**src/rtl/div_pkg.sv**
```systemverilog
// ============================================================================
// Module  : div_pkg
// Brief   : Shared types and sizing for the sequential 32/16 divider.
// Revision: 1.0
// ============================================================================
`default_nettype none

package div_pkg;

    localparam int DEFAULT_WIDTH = 16;

    function automatic int cnt_width(input int w);
        return $clog2(w);
    endfunction

    localparam int CNT_W = cnt_width(DEFAULT_WIDTH);

    typedef enum logic [1:0] {
        IDLE = 2'd0,
        RUN  = 2'd1,
        DONE = 2'd2
    } state_t;

endpackage

`default_nettype wire

```
**src/rtl/rb_sub.sv**
```systemverilog
// ============================================================================
// Module  : rb_sub
// Brief   : W-bit ripple-borrow subtractor, a - b, from full-adder cells.
// Revision: 1.0
// ============================================================================
`default_nettype none

module rb_sub #(
    parameter int W = 17
) (
    input  logic [W-1:0] a_i,
    input  logic [W-1:0] b_i,
    output logic [W-1:0] diff_o,
    output logic         borrow_o
);

    // a + ~b + 1; a missing carry-out means a < b
    logic [W:0]   w_carry;
    logic [W-1:0] w_nb;

    assign w_carry[0] = 1'b1;
    assign w_nb       = ~b_i;

    generate
        for (genvar i = 0; i < W; i++) begin : g_cell
            assign diff_o[i]    = a_i[i] ^ w_nb[i] ^ w_carry[i];
            assign w_carry[i+1] = (a_i[i] & w_nb[i]) | (w_carry[i] & (a_i[i] ^ w_nb[i]));
        end
    endgenerate

    assign borrow_o = ~w_carry[W];

endmodule

`default_nettype wire

```
**src/rtl/seq_div_32by16.sv**
```systemverilog
// ============================================================================
// Module  : seq_div_32by16
// Brief   : Radix-2 restoring divider, 2W-bit dividend by W-bit divisor.
//           Optional macro DIV_ERR_CHECK_EN adds overflow/divide-by-zero flag.
// Revision: 1.0
// ============================================================================
`default_nettype none

module seq_div_32by16
    import div_pkg::*;
#(
    parameter int WIDTH = DEFAULT_WIDTH
) (
    input  logic               clk,
    input  logic               rst,
    input  logic               start,
    input  logic [2*WIDTH-1:0] dividend,
    input  logic [WIDTH-1:0]   divisor,
    output logic               busy,
    output logic               done,
    output logic [WIDTH-1:0]   quotient,
    output logic [WIDTH-1:0]   remainder,
    output logic               err
);

    localparam int CW = cnt_width(WIDTH);
    localparam logic [CW-1:0] C_LAST = CW'(WIDTH - 1);

    state_t           state_q;
    logic [WIDTH-1:0] rem_q;
    logic [WIDTH-1:0] quo_q;
    logic [WIDTH-1:0] dvs_q;
    logic [CW-1:0]    cnt_q;
    logic             busy_q;
    logic             done_q;
    logic [WIDTH-1:0] quotient_q;
    logic [WIDTH-1:0] remainder_q;

    logic [WIDTH:0]   w_trial;
    logic [WIDTH:0]   w_diff;
    logic             w_borrow;
    logic             w_unused_diff_msb;
    logic [WIDTH-1:0] rem_d;
    logic [WIDTH-1:0] quo_d;

    assign w_trial = {rem_q, quo_q[WIDTH-1]};

    rb_sub #(
        .W (WIDTH + 1)
    ) u_sub (
        .a_i      (w_trial),
        .b_i      ({1'b0, dvs_q}),
        .diff_o   (w_diff),
        .borrow_o (w_borrow)
    );

    // A successful subtract leaves a result below the divisor, so its MSB is dropped
    assign w_unused_diff_msb = w_diff[WIDTH];
    assign rem_d = w_borrow ? w_trial[WIDTH-1:0] : w_diff[WIDTH-1:0];
    assign quo_d = {quo_q[WIDTH-2:0], ~w_borrow};

`ifdef DIV_ERR_CHECK_EN
    logic err_q;
    logic w_ovf;
    assign w_ovf = (dividend[2*WIDTH-1:WIDTH] >= divisor);
    assign err   = err_q;
`else
    assign err   = 1'b0;
`endif

    always_ff @(posedge clk) begin
        if (rst) begin
            state_q     <= IDLE;
            rem_q       <= '0;
            quo_q       <= '0;
            dvs_q       <= '0;
            cnt_q       <= '0;
            busy_q      <= 1'b0;
            done_q      <= 1'b0;
            quotient_q  <= '0;
            remainder_q <= '0;
`ifdef DIV_ERR_CHECK_EN
            err_q       <= 1'b0;
`endif
        end else begin
            done_q <= 1'b0;
            case (state_q)
                IDLE, DONE: begin
                    if (start) begin
`ifdef DIV_ERR_CHECK_EN
                        if (w_ovf) begin
                            state_q     <= DONE;
                            done_q      <= 1'b1;
                            err_q       <= 1'b1;
                            quotient_q  <= '1;
                            remainder_q <= '0;
                        end else
`endif
                        begin
                            state_q <= RUN;
                            busy_q  <= 1'b1;
                            rem_q   <= dividend[2*WIDTH-1:WIDTH];
                            quo_q   <= dividend[WIDTH-1:0];
                            dvs_q   <= divisor;
                            cnt_q   <= '0;
                        end
                    end else begin
                        state_q <= IDLE;
                    end
                end
                RUN: begin
                    rem_q <= rem_d;
                    quo_q <= quo_d;
                    cnt_q <= cnt_q + 1'b1;
                    if (cnt_q == C_LAST) begin
                        state_q     <= DONE;
                        busy_q      <= 1'b0;
                        done_q      <= 1'b1;
                        quotient_q  <= quo_d;
                        remainder_q <= rem_d;
`ifdef DIV_ERR_CHECK_EN
                        err_q       <= 1'b0;
`endif
                    end
                end
                default: state_q <= IDLE;
            endcase
        end
    end

    assign busy      = busy_q;
    assign done      = done_q;
    assign quotient  = quotient_q;
    assign remainder = remainder_q;

endmodule

`default_nettype wire
```
**config.mk**
```make
export PLATFORM = sky130hd
export DESIGN_NAME = seq_div_32by16
export DESIGN_NICKNAME = d
export VERILOG_FILES = /design/src/rtl/div_pkg.sv /design/src/rtl/rb_sub.sv /design/src/rtl/seq_div_32by16.sv
export SDC_FILE = /design/constraint.sdc
export NUM_CORES = 1
export LEC_CHECK = 0
export BUFFER_PORTS_ARGS = -buffer_cell sky130_fd_sc_hd__buf_2
export CORE_MARGIN = 2
export CORE_UTILIZATION = 54
export DETAILED_ROUTE_END_ITERATION = 6
export PLACE_DENSITY = 0.8
export SLEW_MARGIN = 0
export SYNTH_ARGS = -nofsm -noshare
export SYNTH_HDL_FRONTEND = slang
export SYNTH_SLANG_ARGS = --single-unit
```
**constraint.sdc**
```tcl
create_clock -name clk -period 8.1 [get_ports clk]
set_input_delay 0.81 -clock clk [delete_from_list [all_inputs] [get_ports clk]]
set_output_delay 0.81 -clock clk [all_outputs]
set_load 0.005 [all_outputs]
```
**Word-level counts from Yosys, hierarchy flattened**

Index checks and enable logic that the tools add are counted.

- Flip-flop bits (word level): 88
- Input bits: 51
- Output and inout port bits: 35
- Word-level logic and storage cells: 122

- $add $sub $neg: 1
- Eq/ne operators: 5
- Muxes and demuxes: 14
- Bitwise logic cells: 85
- Reduce and logical (&&, ||, !) cells: 8

Operators with widths:

| operator | number |
|---|---|
| case mux 16 bit (2 select lines) | 2 |
| two-way mux 16 bit | 3 |
| AND 1 bit | 33 |
| XOR 1 bit | 32 |
| inverter 16 -> 17 bit | 1 |
| bitwise OR 1 bit | 17 |
| case mux 4 bit (2 select lines) | 1 |
| AND reduction 2 bit | 3 |
| adder 4 x 1 -> 4 bit, second input constant | 1 |
| equality test 4 bit, second input constant | 1 |
| two-way mux 1 bit | 4 |
| two-way mux 4 bit | 1 |
| != test 2 bit, second input constant | 2 |
| case mux 2 bit (2 select lines) | 1 |
| OR reduction 2 bit | 2 |
| AND reduction 3 bit | 1 |
| equality test 2 x 1 -> 1 bit, second input constant | 1 |
| equality test 2 bit, second input constant | 1 |
| logical NOT 2 bit | 1 |
| two-way mux 2 bit | 1 |
| inverter 1 bit | 2 |
| case mux 1 bit (2 select lines) | 1 |
| nonzero test 2 bit | 1 |

**Depth between registers and ports, before layout**

- Word-level depth: 37
- Gate-level depth with buffers: 26
- Mapped depth without buffers: 25

**Modules after synthesis**

From an unflattened synthesis, not the netlist that was laid out.

- Cell total of the unflattened synthesis: 394
- Area, all modules: 3,801.1 um2

Modules (own cells, without submodules):

| module | instances | cells an instance | area each (um2) | seq. area each (um2) |
|---|---|---|---|---|
| seq_div_32by16 | 1 | 342 | 3,337.0 | 1,761.7 |
| rb_sub | 1 | 52 | 464.2 | 0.0 |

**Worst setup path before layout**

OpenSTA, ideal clock, no wires.

- Path type: register to register
- Start: reg quo_q[15]
- End: reg rem_q[10]
- Library setup time: 74 ps
- Arrival: 6,345 ps
- Required time: 8,026 ps
- Setup slack: 1,680 ps
- Stages on the path, launching flop included: 27
- Path buffers: 1
- Period minus slack after synthesis: 6,420 ps
- Path through: dfxtp_1 -> inv_1 -> ha_1 -> fa_1 -> fa_1 -> fa_1 -> fa_1 -> inv_1 -> fa_1 -> fa_1 -> inv_1 -> fa_1 -> fa_1 -> fa_1 -> fa_1 -> fa_1 -> fa_1 -> inv_1 -> fa_1 -> inv_1 -> fa_1 -> inv_1 -> fa_1 -> clkbuf_1 -> nor3_1 -> a211o_1 -> a31oi_1

- Word-level cells in the longest chain between the ends: 36
- Elaborated cells on any way between the ends: 38
- Those cells by class: 2 x mux; 36 x bitwise

RTL lines:

| what | RTL line | source |
|---|---|---|
| start, declared | seq_div_32by16.sv:31 | `logic [WIDTH-1:0] quo_q;` |
| start signal, assigned | seq_div_32by16.sv:103 | `quo_q <= dividend[WIDTH-1:0];` |
| start signal, assigned | seq_div_32by16.sv:113 | `quo_q <= quo_d;` |
| AND 1 bit / XOR 1 bit (equally long branches) | rb_sub.sv:27 | `assign w_carry[i+1] = (a_i[i] & w_nb[i]) \| (w_carry[i] & (a_i[i] ^ w_nb[i]));` |
| bitwise OR 1 bit * | rb_sub.sv:27 |  |
| AND 1 bit * | rb_sub.sv:27 |  |
| bitwise OR 1 bit * | rb_sub.sv:27 |  |
| AND 1 bit * | rb_sub.sv:27 |  |
| bitwise OR 1 bit * | rb_sub.sv:27 |  |
| AND 1 bit * | rb_sub.sv:27 |  |
| bitwise OR 1 bit * | rb_sub.sv:27 |  |
| [20 not listed] | n/a |  |
| AND 1 bit | rb_sub.sv:27 |  |
| bitwise OR 1 bit | rb_sub.sv:27 |  |
| AND 1 bit | rb_sub.sv:27 |  |
| bitwise OR 1 bit | rb_sub.sv:27 |  |
| AND 1 bit | rb_sub.sv:27 |  |
| bitwise OR 1 bit | rb_sub.sv:27 |  |
| two-way mux 16 bit * | seq_div_32by16.sv:59 | `assign rem_d = w_borrow ? w_trial[WIDTH-1:0] : w_diff[WIDTH-1:0];` |
| case mux 16 bit (2 select lines) * | seq_div_32by16.sv:87 | `case (state_q)` |
| end signal, assigned | seq_div_32by16.sv:102 | `rem_q <= dividend[2*WIDTH-1:WIDTH];` |
| end signal, assigned | seq_div_32by16.sv:112 | `rem_q <= rem_d;` |
| end, declared | seq_div_32by16.sv:30 | `logic [WIDTH-1:0] rem_q;` |

Every way passes the cells marked *; elsewhere a longest branch is shown, timed or not.
A chain may end at the register's enable or synchronous reset.

**Final worst setup path**

- Start: reg quo_q[15]
- End: reg rem_q[5]

- Word-level cells in the longest chain between the ends: 36
- Elaborated cells on any way between the ends: 38
- Those cells by class: 2 x mux; 36 x bitwise

RTL lines:

| what | RTL line |
|---|---|
| AND 1 bit / XOR 1 bit (equally long branches) | rb_sub.sv:27 |
| bitwise OR 1 bit * | rb_sub.sv:27 |
| AND 1 bit * | rb_sub.sv:27 |
| bitwise OR 1 bit * | rb_sub.sv:27 |
| AND 1 bit * | rb_sub.sv:27 |
| bitwise OR 1 bit * | rb_sub.sv:27 |
| AND 1 bit * | rb_sub.sv:27 |
| bitwise OR 1 bit * | rb_sub.sv:27 |
| [20 not listed] | n/a |
| AND 1 bit | rb_sub.sv:27 |
| bitwise OR 1 bit | rb_sub.sv:27 |
| AND 1 bit | rb_sub.sv:27 |
| bitwise OR 1 bit | rb_sub.sv:27 |
| AND 1 bit | rb_sub.sv:27 |
| bitwise OR 1 bit | rb_sub.sv:27 |
| two-way mux 16 bit * | seq_div_32by16.sv:59 |
| case mux 16 bit (2 select lines) * | seq_div_32by16.sv:87 |

Marks and branches as above.

==> results.md <==
* Outcome: complete, no violations
* Clock latency on the worst-skew pair at 0.35 ns
* Syn Area/Cell at 9.30 µm²
* Tcrit/Tclk final at 90.1%
* CP startpoint: quo_q[15]$_SDFFE_PP0P_
* Share of layout cells above drive strength 1 at 22.6%
* Endpoint type of the worst setup path: register
* Max-Cap Viols at 0
* TritonCTS clock tree: yes
* Max_slew headroom at 18.3%
* Routed len/inst at 15.6 µm
* Tmin final at 7.30 ns
* Worst EP required at 8.28 ns
* Grt ovf at 0
* Post-DP HPWL at 5940 µm
* Placed Instances at 554
* Pin count of the biggest net entering global routing at 56
* Synth unique cells at 34
* Fin. Hold Viols at 0
* Core Area at 0.00679 mm²
* CTS clk-pin slew, worst paths at 0.08 ns
* Area taken by multi-input logic gates at 0.00177 mm²
* Port Buf Inserts at 84
* Share of the yosys chip area belonging to registers at 46.3%
* Maximum vdd drop at 94.6 µV
* Max Freq at 0.137 GHz
* Final setup viols at 0
* Area of the mapped netlist at 0.00380 mm²
* Met3 Track Usage GR at 4.62%
* Post-Syn Nets at 477
* Antenna-violating nets left at 0
* Worst-path fanout max at 29
* RR Startpoint: quo_q[15]$_SDFFE_PP0P_
* Post-route insts no fill at 569
* CTS Hold Buffers Added at 0
* Initial DRC count at 263
* Core Util, Final at 64.5%
* First-pass GRT wire length at 14,400 µm
* Number of H-tree levels at 3
* TritonRoute pass-1 iters at 5
* Critical Path AT at 7.48 ns
* Die area at 0.00773 mm²
* Post-CTS setup buffer count at 0
* RD Place Congestion at 0.868
* Leakage at 1.85 nW
* Worst Tran Pin Value at 1.23 ns
* Mapped Cells at 409
* Final nets at 537
* Total GRT Usage at 23.6%
* Hold Crit Class: reg -> reg
* Vias at 3,288
* Initial antenna violation count at 0
* DRC at 0
* P per Cell Area at 234 mW/mm²
* Die width at 87.9 µm
* Worst hold start: dvs_q[13]$_SDFFE_PP0P_
* Clock Skew at 0.0124 ns
* Initial Utilization at 56.0%
* Syn-to-layout area delta at 15.2%
* Number of buffers created by CTS at 9
* Ant diodes at 0
* Storage cell area at 0.00176 mm²
* IO Count at 86
* Setup tns final at 0 ns
* Final WL at 8880 µm
* Yosys warns at 0
* Max clock buf depth at 2
* Startpoint types: register
* Overall power after layout at 1.03 mW
* Grt met1 use at 33.8%
* Filler cell count at 583
* Post-CTS sizing at 0
* Routed vias/inst at 5.78
* RSZ-0062 raised after global routing: false
* Grt peak-use layer: met2
* Flops & latches, synth at 88
* Root Driver: clkbuf_8
* Clk sinks at 88
* Final Max Tran Viols at 0
* # rows at 30
* Vias in the first global route at 3,039
* Critical path class: reg -> reg
* Die Y at 87.9 µm
* Met2 global-route usage at 37.1%
-- state kept, by name, indices dropped and copies added (netlist names) --
| name | cells |
|---|---|
| state_q | 2 |
| busy | 1 |
| rem_q | 16 |
| done | 1 |
| quo_q | 16 |
| quotient | 16 |
| cnt_q | 4 |
| remainder | 16 |
| dvs_q | 16 |
-- Yosys cell counts --
cell type / n / area share [%]
a211o_1: 12 / 2.8
a211oi_1: 1 / 0.20
a21oi_1: 48 / 6.3
a22o_1: 28 / 6.4
a22oi_1: 16 / 3.2
a31oi_1: 12 / 2.0
and2b_1: 1 / 0.20
and3_1: 1 / 0.16
buf_1: 3 / 0.30
buf_2: 7 / 0.92
buf_4: 2 / 0.39
buf_8: 2 / 0.79
clkbuf_1: 24 / 2.4
clkinv_2: 1 / 0.13
conb_1: 1 / 0.099
dfxtp_1: 88 / 46
fa_1: 15 / 7.9
ha_1: 2 / 0.66
inv_1: 23 / 2.3
mux2_2: 2 / 0.59
mux2i_1: 4 / 1.1
nand2_1: 50 / 4.9
nand2b_1: 2 / 0.33
nand2b_4: 1 / 0.36
nand3_1: 31 / 4.1
nand4_1: 5 / 0.82
nor2_1: 2 / 0.20
nor2b_1: 1 / 0.16
nor3_1: 12 / 1.6
o21a_1: 2 / 0.39
o221ai_1: 4 / 0.92
o2bb2ai_1: 4 / 0.92
or2_1: 1 / 0.16
or3_1: 1 / 0.16
-- cell families (layout without fill, tap and decap cells) --
| family | Yosys count | in the layout | synth area share, % |
|---|---|---|---|
| adders and majority gates | 17 | 17 | 8.55 |
| buffers and inverters | 62 | 126 | 7.17 |
| AOI/OAI and AO/OA | 127 | 127 | 23.1 |
| muxes | 6 | 6 | 1.64 |
| DFF | 88 | 88 | 46.3 |
| and+or+nand+nor | 108 | 108 | 13.2 |
| other | 1 | 1 | 0.0986 |
-- cells in the final DEF (no fill, tap or decap), types with 3 or more instances in the layout --
cell type / instances
mux2i_1: 4
o2bb2ai_1: 4
nand2_1: 50
buf_2: 84
nand3_1: 31
clkbuf_8: 9
a31oi_1: 12
a22o_1: 28
a22oi_1: 16
nand4_1: 5
a211o_1: 12
nor3_1: 12
fa_1: 15
a21oi_1: 48
o221ai_1: 4
inv_1: 23
dfxtp_1: 88
buf_4: 3
-- through the flow --
stage                     hold slack, ns  instance area, µm²  setup slack, ns
after floorplan                    0.436                3800             1.68
after detailed placement           0.444                4190            0.893
after global routing               0.481                4380            0.462
after CTS                          0.462                4380            0.854
final                              0.461                4380            0.800
after global placement             0.445                4190             1.10
-- worst max-delay path: stages, from the launching register on --
cell and delay (ns):
dfxtp_1 0.35, inv_1 0.05, ha_1 0.21, fa_1 0.38, fa_1 0.39, fa_1 0.38
fa_1 0.37, inv_1 0.07, fa_1 0.17, fa_1 0.17, inv_1 0.05, fa_1 0.38
fa_1 0.39, fa_1 0.39, fa_1 0.40, fa_1 0.40, fa_1 0.38, inv_1 0.08
fa_1 0.16, inv_1 0.05, fa_1 0.36, inv_1 0.08, fa_1 0.48, or2_1 0.20
buf_4 0.32, mux2i_1 0.31, o221ai_1 0.14
-- metal layers --
| layer | up-vias | wire [µm] |
|---|---|---|
| li1 | 1565 | - |
| met1 | 1567 | 4110 |
| met2 | 144 | 4100 |
| met3 | 12 | 595 |
| met4 | 0 | 85 |
| met5 | - | 0 |
-- final cells by class --
cell class | count | share of cell area (%)
clock buffers | 9 | 2.83
flip-flops and latches | 88 | 40.2
multi-input cells | 259 | 40.5
well taps | 96 | 2.74
inverters | 24 | 2.08
clock inverters | 6 | 1.57
repair buffers | 87 | 10.1
-- power by group --
part / switching, mW / internal (mW)
sequential: 0.0249 / 0.457
clock: 0.158 / 0.142
combinational: 0.147 / 0.0962
-- path summary, 6_finish.rpt --
path	cells after the start	end	slack, ns
max	26	rem_q[5]$_SDFFE_PP0P_	0.80
max reg2reg	26	rem_q[5]$_SDFFE_PP0P_	0.80
min reg2reg	2	dvs_q[13]$_SDFFE_PP0P_	0.46
min	2	dvs_q[13]$_SDFFE_PP0P_	0.46
(Power assumes the default switching activity.)
